===== src/rtl/issue_queue_pkg.sv =====
// Shared decode/issue types: the issue queue element, its enum fields and the default queue depth.
package issue_queue_pkg;

  localparam int unsigned XLEN              = 32;
  localparam int unsigned REG_IDX_W         = 5;
  localparam int unsigned ACCEPT_MASK_W     = 4;
  localparam int unsigned ISSUE_QUEUE_DEPTH = 8;

  typedef enum logic [1:0] {
    EXE_ALU = 2'd0,
    EXE_BRU = 2'd1,
    EXE_LLU = 2'd2,
    EXE_MEM = 2'd3
  } exe_type_t;

  typedef enum logic [3:0] {
    ALU_ADD  = 4'd0,
    ALU_SUB  = 4'd1,
    ALU_AND  = 4'd2,
    ALU_OR   = 4'd3,
    ALU_XOR  = 4'd4,
    ALU_SLL  = 4'd5,
    ALU_SRL  = 4'd6,
    ALU_SRA  = 4'd7,
    ALU_SLT  = 4'd8,
    ALU_SLTU = 4'd9,
    ALU_LUI  = 4'd10
  } alu_op_t;

  typedef enum logic [3:0] {
    BR_NONE = 4'd0,
    BR_BEQ  = 4'd1,
    BR_BNE  = 4'd2,
    BR_BLT  = 4'd3,
    BR_BGE  = 4'd4,
    BR_BLTU = 4'd5,
    BR_BGEU = 4'd6,
    BR_JAL  = 4'd7,
    BR_JALR = 4'd8
  } brunch_type_t;

  typedef enum logic [1:0] {
    LLU_MUL  = 2'd0,
    LLU_MULH = 2'd1,
    LLU_DIV  = 2'd2,
    LLU_REM  = 2'd3
  } llu_op_t;

  typedef enum logic [2:0] {
    MEM_LB  = 3'd0,
    MEM_LH  = 3'd1,
    MEM_LW  = 3'd2,
    MEM_LBU = 3'd3,
    MEM_LHU = 3'd4,
    MEM_SB  = 3'd5,
    MEM_SH  = 3'd6,
    MEM_SW  = 3'd7
  } mem_type_t;

  typedef struct packed {
    logic [XLEN-1:0]          pc;
    exe_type_t                exe_type;
    alu_op_t                  alu_op;
    brunch_type_t             brunch_type;
    llu_op_t                  llu_op;
    mem_type_t                mem_type;
    logic [REG_IDX_W-1:0]     rd;
    logic [REG_IDX_W-1:0]     rs1;
    logic [REG_IDX_W-1:0]     rs2;
    logic [XLEN-1:0]          imm;
    logic                     use_imm;
    logic [ACCEPT_MASK_W-1:0] accept_mask;
    logic                     predict_taken;
    logic [XLEN-1:0]          predict_target;
  } ISSUE_QUEUE_ELEMENT;

endpackage


===== src/rtl/issue_queue.sv =====
// In-order circular FIFO between decode and dispatch; flush/reset drop every buffered entry.
module issue_queue
  import issue_queue_pkg::*;
#(
  parameter int unsigned  DEPTH = ISSUE_QUEUE_DEPTH,
  localparam int unsigned PTR_W = $clog2(DEPTH)
) (
  input  logic               clk,
  input  logic               rst,
  input  logic               flush,
  input  logic               enq_valid,
  input  ISSUE_QUEUE_ELEMENT enq_elem,
  output logic               enq_ready,
  output logic               deq_valid,
  output ISSUE_QUEUE_ELEMENT deq_elem,
  input  logic               deq_ready,
  output logic [PTR_W:0]     count
);

  localparam int unsigned CNT_W = PTR_W + 1;

  ISSUE_QUEUE_ELEMENT r_mem [DEPTH];
  logic [PTR_W-1:0]   r_head;
  logic [PTR_W-1:0]   r_tail;
  logic [CNT_W-1:0]   r_count;

  logic w_enq_fire;
  logic w_deq_fire;
  logic w_clear;

  // Ready/valid come only from the occupancy register, so deq_ready never gates enqueue.
  assign enq_ready  = (r_count != CNT_W'(DEPTH));
  assign deq_valid  = (r_count != CNT_W'(0));
  assign deq_elem   = r_mem[r_head];
  assign count      = r_count;

  assign w_clear    = rst || flush;
  assign w_enq_fire = enq_valid && enq_ready && !w_clear;
  assign w_deq_fire = deq_valid && deq_ready && !w_clear;

  // Pointer and occupancy update; reset and flush both empty the queue.
  always_ff @(posedge clk) begin
    if (w_clear) begin
      r_head  <= '0;
      r_tail  <= '0;
      r_count <= '0;
    end else begin
      if (w_enq_fire) begin
        r_tail <= r_tail + PTR_W'(1);
      end
      if (w_deq_fire) begin
        r_head <= r_head + PTR_W'(1);
      end
      if (w_enq_fire && !w_deq_fire) begin
        r_count <= r_count + CNT_W'(1);
      end else if (w_deq_fire && !w_enq_fire) begin
        r_count <= r_count - CNT_W'(1);
      end
    end
  end

  // Storage write at the tail; contents are intentionally left untouched by flush/reset.
  always_ff @(posedge clk) begin
    if (w_enq_fire) begin
      r_mem[r_tail] <= enq_elem;
    end
  end

endmodule


===== config.mk =====
export PLATFORM = sky130hd
export DESIGN_NAME = issue_queue
export DESIGN_NICKNAME = d
export VERILOG_FILES = /design/src/rtl/issue_queue_pkg.sv /design/src/rtl/issue_queue.sv
export SDC_FILE = /design/constraint.sdc
export NUM_CORES = 1
export LEC_CHECK = 0
export CAP_MARGIN = 20
export CORE_MARGIN = 2
export CORE_UTILIZATION = 40
export CTS_CLUSTER_SIZE = 25
export DETAILED_ROUTE_END_ITERATION = 8
export REMOVE_ABC_BUFFERS = 1
export SYNTH_ARGS = -nofsm -noshare
export SYNTH_HDL_FRONTEND = slang
export SYNTH_SLANG_ARGS = --single-unit

===== constraint.sdc =====
create_clock -name clk -period 15.53 [get_ports clk]
set_input_delay 1.553 -clock clk [delete_from_list [all_inputs] [get_ports clk]]
set_output_delay 1.553 -clock clk [all_outputs]
set_load 0.01 [all_outputs]

# Yosys cells after proc, flatten, opt, wreduce, memory -nomap -nowiden
# Memories as Yosys holds them, arrays and structs flattened. A register that Yosys moved wholly into a read port is not among the register bits.
# Cells that the tools add are included.
dict set report classes {
  n_addsub 4
  eq_ne 1
  n_mux 6
  reduce_logical 12
}
# cell count
set ops {}
lappend ops {{$mux 4} 2}
lappend ops {{$add 3x1->3 const B} 2}
lappend ops {{$logic_and 1x1->1} 6}
lappend ops {{$mux 3} 2}
lappend ops {{$add 4x1->4 const B} 1}
lappend ops {{$ne 4x4->1 const B} 1}
lappend ops {{$reduce_bool 4->1} 1}
lappend ops {{$sub 4x1->4 const B} 1}
lappend ops {{$logic_not 1->1} 3}
lappend ops {{$mux 1} 2}
lappend ops {{$reduce_bool 2->1} 1}
lappend ops {{$logic_or 1x1->1} 1}
dict set report totals {
  ff_bits 10
  ramBits 1056
  input_bits 137
  out_inout_bits 138
  elab_cells 27
  mem_count 1
}
# memory words width rd rd_ports_with_merged_regs write_ports line
set memory_table {}
lappend memory_table {r_mem 8 132 1 1 1 issue_queue.sv:22} ;# ISSUE_QUEUE_ELEMENT r_mem [DEPTH];

# Depth between registers and ports, before layout
# Gate-level depths: netlist of run 1.
dict set report logic_depth {
  word_depth 7
  depth_mapped 11
  ltp_nobuf 10
}

# Worst setup path after synthesis of run 1
# Ideal clock, no wire load.
dict set report synth_path {
  kind {input to register}
  start {input port flush}
  end {memory r_mem[0][0] (netlist bit) (enable)}
  setup_time_ns 0.785
  arrival_time_ns 11.146
  required_ns 14.745
  path_slack_ns 3.599
  stages 3
  n_path_buf 0
  path_cell_list {or2_2 or3_1 nor3_1}
}
dict set report synth_between {
  elab_chain_cells 5
}
# element line
set synth_rtl {}
lappend synth_rtl {{from (decl)} issue_queue.sv:10} ;# input logic flush,
lappend synth_rtl {{$logic_or 1x1->1} issue_queue.sv:37} ;# assign w_clear = rst || flush;
lappend synth_rtl {{$logic_not 1->1} issue_queue.sv:38} ;# assign w_enq_fire = enq_valid && enq_ready && !w_clear;
lappend synth_rtl {{$logic_and 1x1->1} issue_queue.sv:38}
lappend synth_rtl {{$mux 1} issue_queue.sv:64} ;# if (w_enq_fire) begin
lappend synth_rtl {{$mux 1 (not written as such)} issue_queue.sv:65} ;# r_mem[r_tail] <= enq_elem;
lappend synth_rtl {{to (decl)} issue_queue.sv:22}
# No other way between the ends.

==> results.py, run 1 <==
metrics = {
    "run_status": {
        "status": "finished clean",
    },
    "die": {
        "dieWidth_um": 324,
        "dieArea_um2": 105000,
        "ios": 275,
        "row_count": 117,
        "core_um2": 102000,
        "dieHeight_um": 324,
        "start_util": 0.402,
    },
    "critical_path": {
        "criticalPathCategory": "register to output port",
        "reg2reg_to": "r_mem[4][94]",
        "worst-r2r-cell-count": 6,
        "cp-start-kind": "register",
        "end_kind": "output port",
        "cpLargestDelayFamily": "buffers and inverters",
        "critPathMaxFanout": 71,
        "reg2reg_slack_ns": 11.55,
        "r2r-start": "count[1]",
        "critPathBufInv": 3,
        "path_common_cell": "buf_4",
        "arrival_ns": 4.67,
        "path_cells": "buf_4, buf_4, mux4_1, mux2_2, clkdlybuf4s50_1",
        "required_ns": 13.98,
        "critical_path.max_stage_delay_ns": 0.88,
        "worst-path-stages": 5,
        "crit_path_top_delay_cell": "dfxtp_4",
    },
    "worst_hold_path": {
        "hold_depth": 2,
        "hold_path_startpoint": "r_head[1]",
        "hold_class": "register to register",
    },
    "clock_tree": {
        "cts_tree": "yes",
        "clockBufferDepth": 3,
        "cts_hold_buf": 0,
        "clkSinkCount": 1069,
        "clk_latency_ns": 0.69,
        "cts_root_buf": "clkbuf_16",
        "cts_resized": 0,
        "cts_htree_levels": 3,
        "clk_pin_slew_worst_paths_ns": 0.06,
        "post-cts-setup-buffer-count": 0,
        "numCtsBuffers": 108,
    },
    "pwr": {
        "switching_share": 0.196,
        "seqPwrFrac": 0.547,
        "p_int_w": 0.00470,
        "p_switching_w": 0.00114,
        "clockPowerShare": 0.423,
        "power_density_nw_per_um2": 121,
        "p_leak_nw": 14.8,
        "combinationalPowerShare": 0.031,
        "ir_drop_mv": 0.0882,
    },
    "global_route": {
        "grt_max_degree": 115,
        "antenna_found_initial": 15,
        "grt.overflow.total": 0,
        "first_global_vias": 19000,
        "track_usage": 0.159,
        "grt_pass1_wl_mm": 123,
    },
    "synthesis": {
        "async_flop_share": 0,
        "avgSynthCellArea_um2": 25.5,
        "synth_flop_cell": "edfxtp_1",
        "yosysTopAreaCellShare": 0.776,
        "ys_seq_area_frac": 0.783,
        "synth_commonest_cells": "edfxtp_1, mux4_2, mux2_2, mux4_1, clkbuf_1",
        "yosys-top-cells-area": "edfxtp_1, mux4_1, mux4_2",
        "synth_cell_type_count": 32,
        "synth.most_common_cell": "edfxtp_1",
        "yosys.area.top_type": "edfxtp_1",
        "synthCells": 1604,
        "mappedNetlistArea_um2": 40900,
        "yosys_warnings": 0,
        "ys_ff_latch": 1069,
        "synth_edf_count": 1056,
    },
    "sta": {
        "fmax_mhz": 161,
        "setup_ws_ns": 9.30,
        "hold_viol": 0,
        "finalClockSkew_ns": 0.0153,
        "period_needed_ns": 6.23,
        "slew_headroom": 0.272,
        "tns_ns": 0,
        "rsz0062_at_grt": "no",
        "worst_pin_slew_ns": 1.09,
        "slew_violations": 0,
        "setup_violations": 0,
        "timing.final.crit_share": 0.401,
    },
    "placement": {
        "gp_congestion": 0.710,
        "dp_slack_ns": 9.88,
        "hpwl_mm": 43.0,
        "place_inst": 3197,
        "io_buffer_count": 274,
        "place_area_um2": 45000,
    },
    "drt": {
        "routedWlPerCell_um": 24.5,
        "drt_iter0_drc": 1298,
        "firstDrtPassIters": 5,
        "num_vias": 17900,
        "drcViolationCount": 0,
        "via_per_inst": 5.25,
        "wirelength_mm": 83.5,
        "ant_nets": 0,
    },
    "cells_and_area": {
        "register_area_um2": 32000,
        "stdcell_count": 3401,
        "multi_input_area_um2": 8330,
        "nets": 2082,
        "fillers": 8242,
        "final_util": 0.477,
        "postLayoutCellArea_um2": 48400,
        "drive_gt1_frac": 0.230,
        "area_growth_pct": 18.5,
    },
    "run": {
        "maxCapViolations": 0,
    },
}
==> metrics by stage <==
step	hold slack [ns]	power (W)
final	0.487	0.00584
after global placement	0.462	0.00343
after detailed placement	0.480	0.00343
after floorplan	0.454	0.00333
after CTS	0.489	0.00591
after global routing	0.513	0.00604
==> power groups by stage <==
stage               Combinational (W)  Clock (W)  Sequential [W]
floorplan                   0.0000718          0         0.00326
global placement             0.000175          0         0.00325
detailed placement           0.000181          0         0.00325
CTS                          0.000182    0.00254         0.00319
global route                 0.000193    0.00266         0.00319
finish                       0.000178    0.00247         0.00319
==> metal layers <==
metal  wire, um  share of wire  track usage  vias up
met4       1610          0.019       0.0471       24
met3       4650          0.056       0.0370      126
li1           -              -            -     7694
met2      41400           0.50        0.261      402
met1      35700           0.43        0.211     9615
met5        167         0.0020            0        -
==> layout make-up <==
type,instances,area share
Clock inverter,63,0.0107
Timing Repair Buffer,303,0.0619
Multi-Input combinational cell,456,0.172
Inverter,1,0.0000775
Clock buffer,138,0.0592
Antenna cell,3,0.000155
Sequential cell,1069,0.661
Tap cell,1368,0.0353
==> worst reg2reg max path, delay by kind of cell (launching register included) <==
kind                   cells  cell delay [ns]
and+or+nand+nor            4             1.69
buffers and inverters      2             1.35
DFF                        1             0.46
==> worst max-delay path by stage <==
stage                     startpoint  slack, ns            end
after floorplan             register       3.22   deq_elem[10]
after global placement      register       9.89  deq_elem[128]
after detailed placement    register       9.88  deq_elem[113]
after CTS                   register       9.12  deq_elem[113]
after global routing        register       9.01  deq_elem[128]
final                       register       9.30  deq_elem[113]
==> state kept, by name (all words and copies together), names as in the netlist, named ones only <==
signal	flops
r_mem	1056
count	4
r_head	3
r_tail	3
==> cells in the final DEF, fill, tap and decap left out, drive strengths merged, types with 2 or more instances in the layout <==
cell / netlist / final
a21oi: 4 / 4
buf: 52 / 29
bufinv: 0 / 7
clkbuf: 26 / 138
clkdlybuf4s50: 0 / 274
clkinv: 0 / 46
clkinvlp: 0 / 7
dfxtp: 13 / 13
diode: 0 / 3
edfxtp: 1056 / 1056
ha: 5 / 5
inv: 1 / 4
mux2: 132 / 132
mux4: 264 / 264
nand2: 5 / 5
nand2b: 2 / 2
nand3: 7 / 7
nor2: 18 / 18
nor3: 2 / 2
xor2: 5 / 5
==> logic make-up (layout without fill, tap and decap cells) <==
| kind of cell | after synthesis | after routing | synth area share |
|---|---|---|---|
| compound gates | 7 | 7 | 0.00110 |
| xor+xnor | 6 | 6 | 0.00129 |
| fa+ha+maj | 6 | 6 | 0.00202 |
| buf+inv | 79 | 505 | 0.0149 |
| flops | 1069 | 1069 | 0.783 |
| mux | 397 | 397 | 0.194 |
| other cells | 0 | 3 | 0 |
| simple gates | 40 | 40 | 0.00456 |
(Power assumes the default switching activity.)
==> inputs of run 2 (changes only) <==
Clock period 15.53 ns to 5.9 ns, I/O delays scaled along.
==> run 2 against run 1 <==
  * Critical path depth stayed put
  * Die area unchanged
  * Total power grew to 2.6 times the previous value
  * Cell count is 0.35% higher
  * Clock power rose to 2.6 times the previous value
  * Sequential share of layout area down 0.40 points
  * Wire length is 2.0% higher
  * Count of clock-buffer cells in the layout shrank 3
  * Largest cell class unchanged
==> results.py, run 2 (same netlist as run 1, synthesis figures left out) <==
metrics = {
    "sta": {
        "hold_viol": 0,
        "fmax_mhz": 243,
        "period_needed_ns": 4.12,
        "holdWs_ns": 0.497,
        "slew_violations": 0,
        "setup_violations": 0,
        "timing.final.crit_share": 0.698,
        "tns_ns": 0,
        "worst_pin_slew_ns": 1.07,
        "finalClockSkew_ns": 0.0146,
        "slew_headroom": 0.283,
        "rsz0062_at_grt": "no",
    },
    "critical_path": {
        "crit_path_top_delay_cell": "dfxtp_4",
        "r2r-start": "count[0]",
        "criticalPathCategory": "register to output port",
        "reg2reg_to": "r_mem[4][116]",
        "critPathBufInv": 3,
        "end_kind": "output port",
        "cpLargestDelayFamily": "buffers and inverters",
        "cp-start-kind": "register",
        "arrival_ns": 3.53,
        "worst-r2r-cell-count": 5,
        "critical_path.max_stage_delay_ns": 0.68,
        "required_ns": 5.31,
        "reg2reg_slack_ns": 2.90,
        "critPathMaxFanout": 50,
        "path_cells": "buf_16, buf_12, mux4_1, mux2_2, clkdlybuf4s50_1",
    },
    "drt": {
        "wirelength_mm": 85.2,
        "ant_nets": 0,
        "num_vias": 17900,
        "routedWlPerCell_um": 25.0,
        "firstDrtPassIters": 7,
        "drcViolationCount": 0,
        "via_per_inst": 5.25,
        "drt_iter0_drc": 1206,
    },
    "die": {
        "dieWidth_um": 324,
        "ios": 275,
        "dieHeight_um": 324,
        "core_um2": 102000,
        "start_util": 0.402,
        "dieArea_um2": 105000,
        "row_count": 117,
    },
    "global_route": {
        "grt_pass1_wl_mm": 125,
        "antenna_found_initial": 15,
        "grt_max_degree": 107,
        "grt.overflow.total": 0,
        "first_global_vias": 19300,
        "track_usage": 0.163,
    },
    "placement": {
        "gp_congestion": 0.717,
        "hpwl_mm": 45.6,
        "io_buffer_count": 274,
    },
    "run_status": {
        "status": "finished clean",
    },
    "clock_tree": {
        "clk_latency_ns": 0.68,
        "clockBufferDepth": 3,
        "numCtsBuffers": 108,
        "post-cts-setup-buffer-count": 0,
        "cts_tree": "yes",
        "cts_root_buf": "clkbuf_16",
        "cts_resized": 0,
        "cts_htree_levels": 3,
        "cts_hold_buf": 0,
        "clk_pin_slew_worst_paths_ns": 0.06,
        "clkSinkCount": 1069,
    },
    "worst_hold_path": {
        "hold_path_startpoint": "r_head[1]",
        "hold_depth": 2,
        "hold_class": "register to register",
    },
    "pwr": {
        "p_leak_nw": 15.0,
        "power_density_nw_per_um2": 315,
        "ir_drop_mv": 0.228,
    },
    "cells_and_area": {
        "multi_input_area_um2": 8330,
        "drive_gt1_frac": 0.233,
        "register_area_um2": 32000,
        "final_common_cell": "edfxtp_1",
        "fillers": 8195,
        "largest_reg_flops": 1056,
        "area_growth_pct": 19.2,
        "largest_register": "r_mem",
        "layout_common_cells": "edfxtp_1, clkdlybuf4s50_1, mux4_2",
        "nets": 2096,
    },
    "run": {
        "maxCapViolations": 0,
    },
}
-- run 2: cell count changes in the layout (fill, tap and decap cells not counted), sizes merged --
| cell | before | now |
|---|---|---|
| clkbuf | 138 | 135 |
| clkinv | 46 | 51 |
| inv | 4 | 3 |
| buf | 29 | 43 |
| diode | 3 | 2 |
| clkinvlp | 7 | 5 |
-- run 2: worst max path at each step --
stage	from	end	slack, ns	cells past startpoint
CTS	register	deq_elem[51]	1.44	4
floorplan	register	deq_elem[10]	-5.45	2
detailed placement	register	deq_elem[51]	2.18	4
finish	register	deq_elem[43]	1.78	5
global placement	flush	r_mem[0][122]	2.19	6
global route	register	deq_elem[43]	1.57	5
-- run 2: cell type report --
cell class                 instances  area share
antenna                            2    0.000103
clock buffer                     135      0.0580
clock inverter                    65      0.0109
inverter                           1   0.0000771
multi-input combinational        456       0.171
sequential                      1069       0.657
tap                             1368      0.0351
timing repair buffer             317      0.0682
-- run 2: metrics by stage --
step	util	area, um2	setup slack, ns	total power (W)	std cells
2_1_floorplan	-	40300	-5.45	0.00878	1526
3_3_place_gp	0.446	45300	2.19	0.00902	3210
3_5_place_dp	0.446	45300	2.18	0.00904	3210
4_1_cts	0.479	48700	1.44	0.0155	3410
5_1_grt	0.479	48700	1.57	0.0159	3412
6_report	0.479	48700	1.78	0.0153	3413
-- run 2: routing by layer --
layer / part of all wire / GRT usage / vias up
met3: 0.060 / 0.0428 / 126
met2: 0.48 / 0.260 / 426
met1: 0.44 / 0.224 / 9602
met4: 0.018 / 0.0458 / 28
li1: - / - / 7731
met5: 0.0020 / 0 / -
-- run 2: where the power goes --
group | internal, W | switching (W) | leakage (nW)
Clock | 0.00370 | 0.00276 | 1.64
Combinational | 0.000249 | 0.000229 | 3.70
Sequential | 0.00839 | 0.0000126 | 9.62
Total | 0.0123 | 0.00300 | 15.0
-- run 2: tightest hold or removal path, cell delays in order (launching register included) --
cell and delay, ns:
dfxtp_1 0.31, nand2_1 0.05, a21oi_1 0.07
==> inputs of run 3 (changes only) <==
Clock period 5.9 ns to 3.7 ns, I/O delays scaled along.
==> run 3 against run 2 <==
  * Clock skew increased by 0.0086 ns
  * Total power is 63% higher
  * Count of clock-buffer cells in the layout shrank 1
  * Worst setup slack worse by 1.5 ns
  * Sequential share of layout area down 0.58 points
  * Critical path type unchanged
  * Critical endpoint is now deq_elem[53]
==> results.py, run 3 (same netlist as run 1, synthesis figures left out) <==
metrics = {
    "cells_and_area": {
        "final_common_cell": "edfxtp_1",
        "nets": 2104,
        "drive_gt1_frac": 0.237,
        "layout_common_cells": "edfxtp_1, clkdlybuf4s50_1, mux4_2",
        "postLayoutCellArea_um2": 49100,
        "largest_reg_flops": 1056,
        "area_growth_pct": 20.3,
        "stdcell_count": 3420,
        "largest_register": "r_mem",
    },
    "clock_tree": {
        "numCtsBuffers": 108,
        "cts_hold_buf": 0,
        "clk_pin_slew_worst_paths_ns": 0.06,
        "cts_resized": 0,
        "cts_root_buf": "clkbuf_16",
        "cts_tree": "yes",
        "cts_htree_levels": 3,
        "clk_latency_ns": 0.67,
        "clkSinkCount": 1069,
        "clockBufferDepth": 3,
        "post-cts-setup-buffer-count": 0,
    },
    "die": {
        "dieHeight_um": 324,
        "row_count": 117,
        "dieArea_um2": 105000,
        "start_util": 0.402,
        "ios": 275,
        "dieWidth_um": 324,
        "core_um2": 102000,
    },
    "placement": {
        "hpwl_mm": 46.5,
        "io_buffer_count": 274,
        "place_inst": 3219,
        "gp_congestion": 0.704,
        "place_area_um2": 45600,
    },
    "worst_hold_path": {
        "hold_class": "input pin to register",
    },
    "sta": {
        "rsz0062_at_grt": "no",
        "slew_violations": 0,
        "period_needed_ns": 3.43,
        "timing.final.crit_share": 0.926,
        "hold_viol": 0,
        "worst_pin_slew_ns": 0.682,
        "finalClockSkew_ns": 0.0232,
        "fmax_mhz": 292,
        "setup_violations": 0,
        "slew_headroom": 0.545,
    },
    "pwr": {
        "ir_drop_mv": 0.327,
        "p_leak_nw": 15.1,
        "power_density_nw_per_um2": 509,
    },
    "critical_path": {
        "criticalPathCategory": "register to output port",
        "critical_path.endpoint": "deq_elem[53]",
        "critPathMaxFanout": 32,
        "r2r-start": "count[1]",
        "worst-r2r-cell-count": 10,
        "required_ns": 3.33,
        "reg2reg_to": "count[3]",
        "arrival_ns": 3.06,
        "cp-start-kind": "register",
        "end_kind": "output port",
        "reg2reg_slack_ns": 0.86,
    },
    "drt": {
        "drcViolationCount": 0,
        "highest_layer": "met5",
        "wirelength_mm": 84.7,
        "via_per_inst": 5.24,
        "route.met2.wl_mm": 41.1,
        "routedWlPerCell_um": 24.8,
        "ant_nets": 0,
        "num_vias": 17900,
        "firstDrtPassIters": 8,
        "wl_met3_mm": 4.92,
        "wirelength_met1_mm": 37.0,
        "drt_iter0_drc": 1593,
    },
    "global_route": {
        "first_global_vias": 19100,
        "grt_max_degree": 80,
        "antenna_found_initial": 14,
        "grt.overflow.total": 0,
        "track_usage": 0.162,
        "grt_pass1_wl_mm": 125,
    },
    "run": {
        "maxCapViolations": 0,
    },
    "run_status": {
        "status": "finished clean",
    },
}
## run 3: stage by stage
step | util | total power [W] | setup slack, ns | TNS (ns) | hold WS (ns)
floorplan | - | 0.0140 | -7.43 | -5621.74 | 0.454
global placement | 0.449 | 0.0144 | 0.668 | 0 | 0.475
detailed placement | 0.449 | 0.0144 | 0.667 | 0 | 0.476
CTS | 0.484 | 0.0253 | 0.181 | 0 | 0.359
global route | 0.484 | 0.0259 | 0.113 | 0 | 0.413
finish | 0.484 | 0.0250 | 0.272 | 0 | 0.400
## run 3: routing by layer
| metal | vias to the layer above | GRT usage |
|---|---|---|
| li1 | 7754 | - |
| met1 | 9598 | 0.222 |
| met2 | 411 | 0.261 |
| met3 | 139 | 0.0399 |
| met4 | 26 | 0.0379 |
| met5 | - | 0 |
## run 3: worst min-delay path by stage
stage / cells after the start / start / endpoint
2_1_floorplan: 2 / r_head[1] / register
3_3_place_gp: 2 / r_head[1] / register
3_5_place_dp: 2 / r_head[1] / register
4_1_cts: 3 / enq_valid / r_tail[1]
5_1_grt: 1 / enq_elem[13] / r_mem[0][13]
6_report: 3 / enq_valid / r_tail[1]
## run 3: worst max-delay path, cell delays in order, from the launching register on
cell and delay [ns]:
dfxtp_4 0.38, buf_4 0.25, buf_12 0.29, mux4_1 0.60, mux2_2 0.27, clkdlybuf4s50_1 0.55
## run 3: where the power goes
group	switching, W	leakage [nW]	total [W]	internal [W]
sequential	0.0000169	9.62	0.0134	0.0134
clock	0.00444	1.73	0.0108	0.00640
combinational	0.000374	3.78	0.000776	0.000403
## run 3: final cells by class
class,instances,area (um2)
antenna,1,2.50
clock buffer,134,2910
sequential,1069,32000
clock inverter,66,659
fill,8155,52400
inverter,1,3.75
timing repair buffer,325,3550
multi-input combinational,456,8330
tap,1368,1710
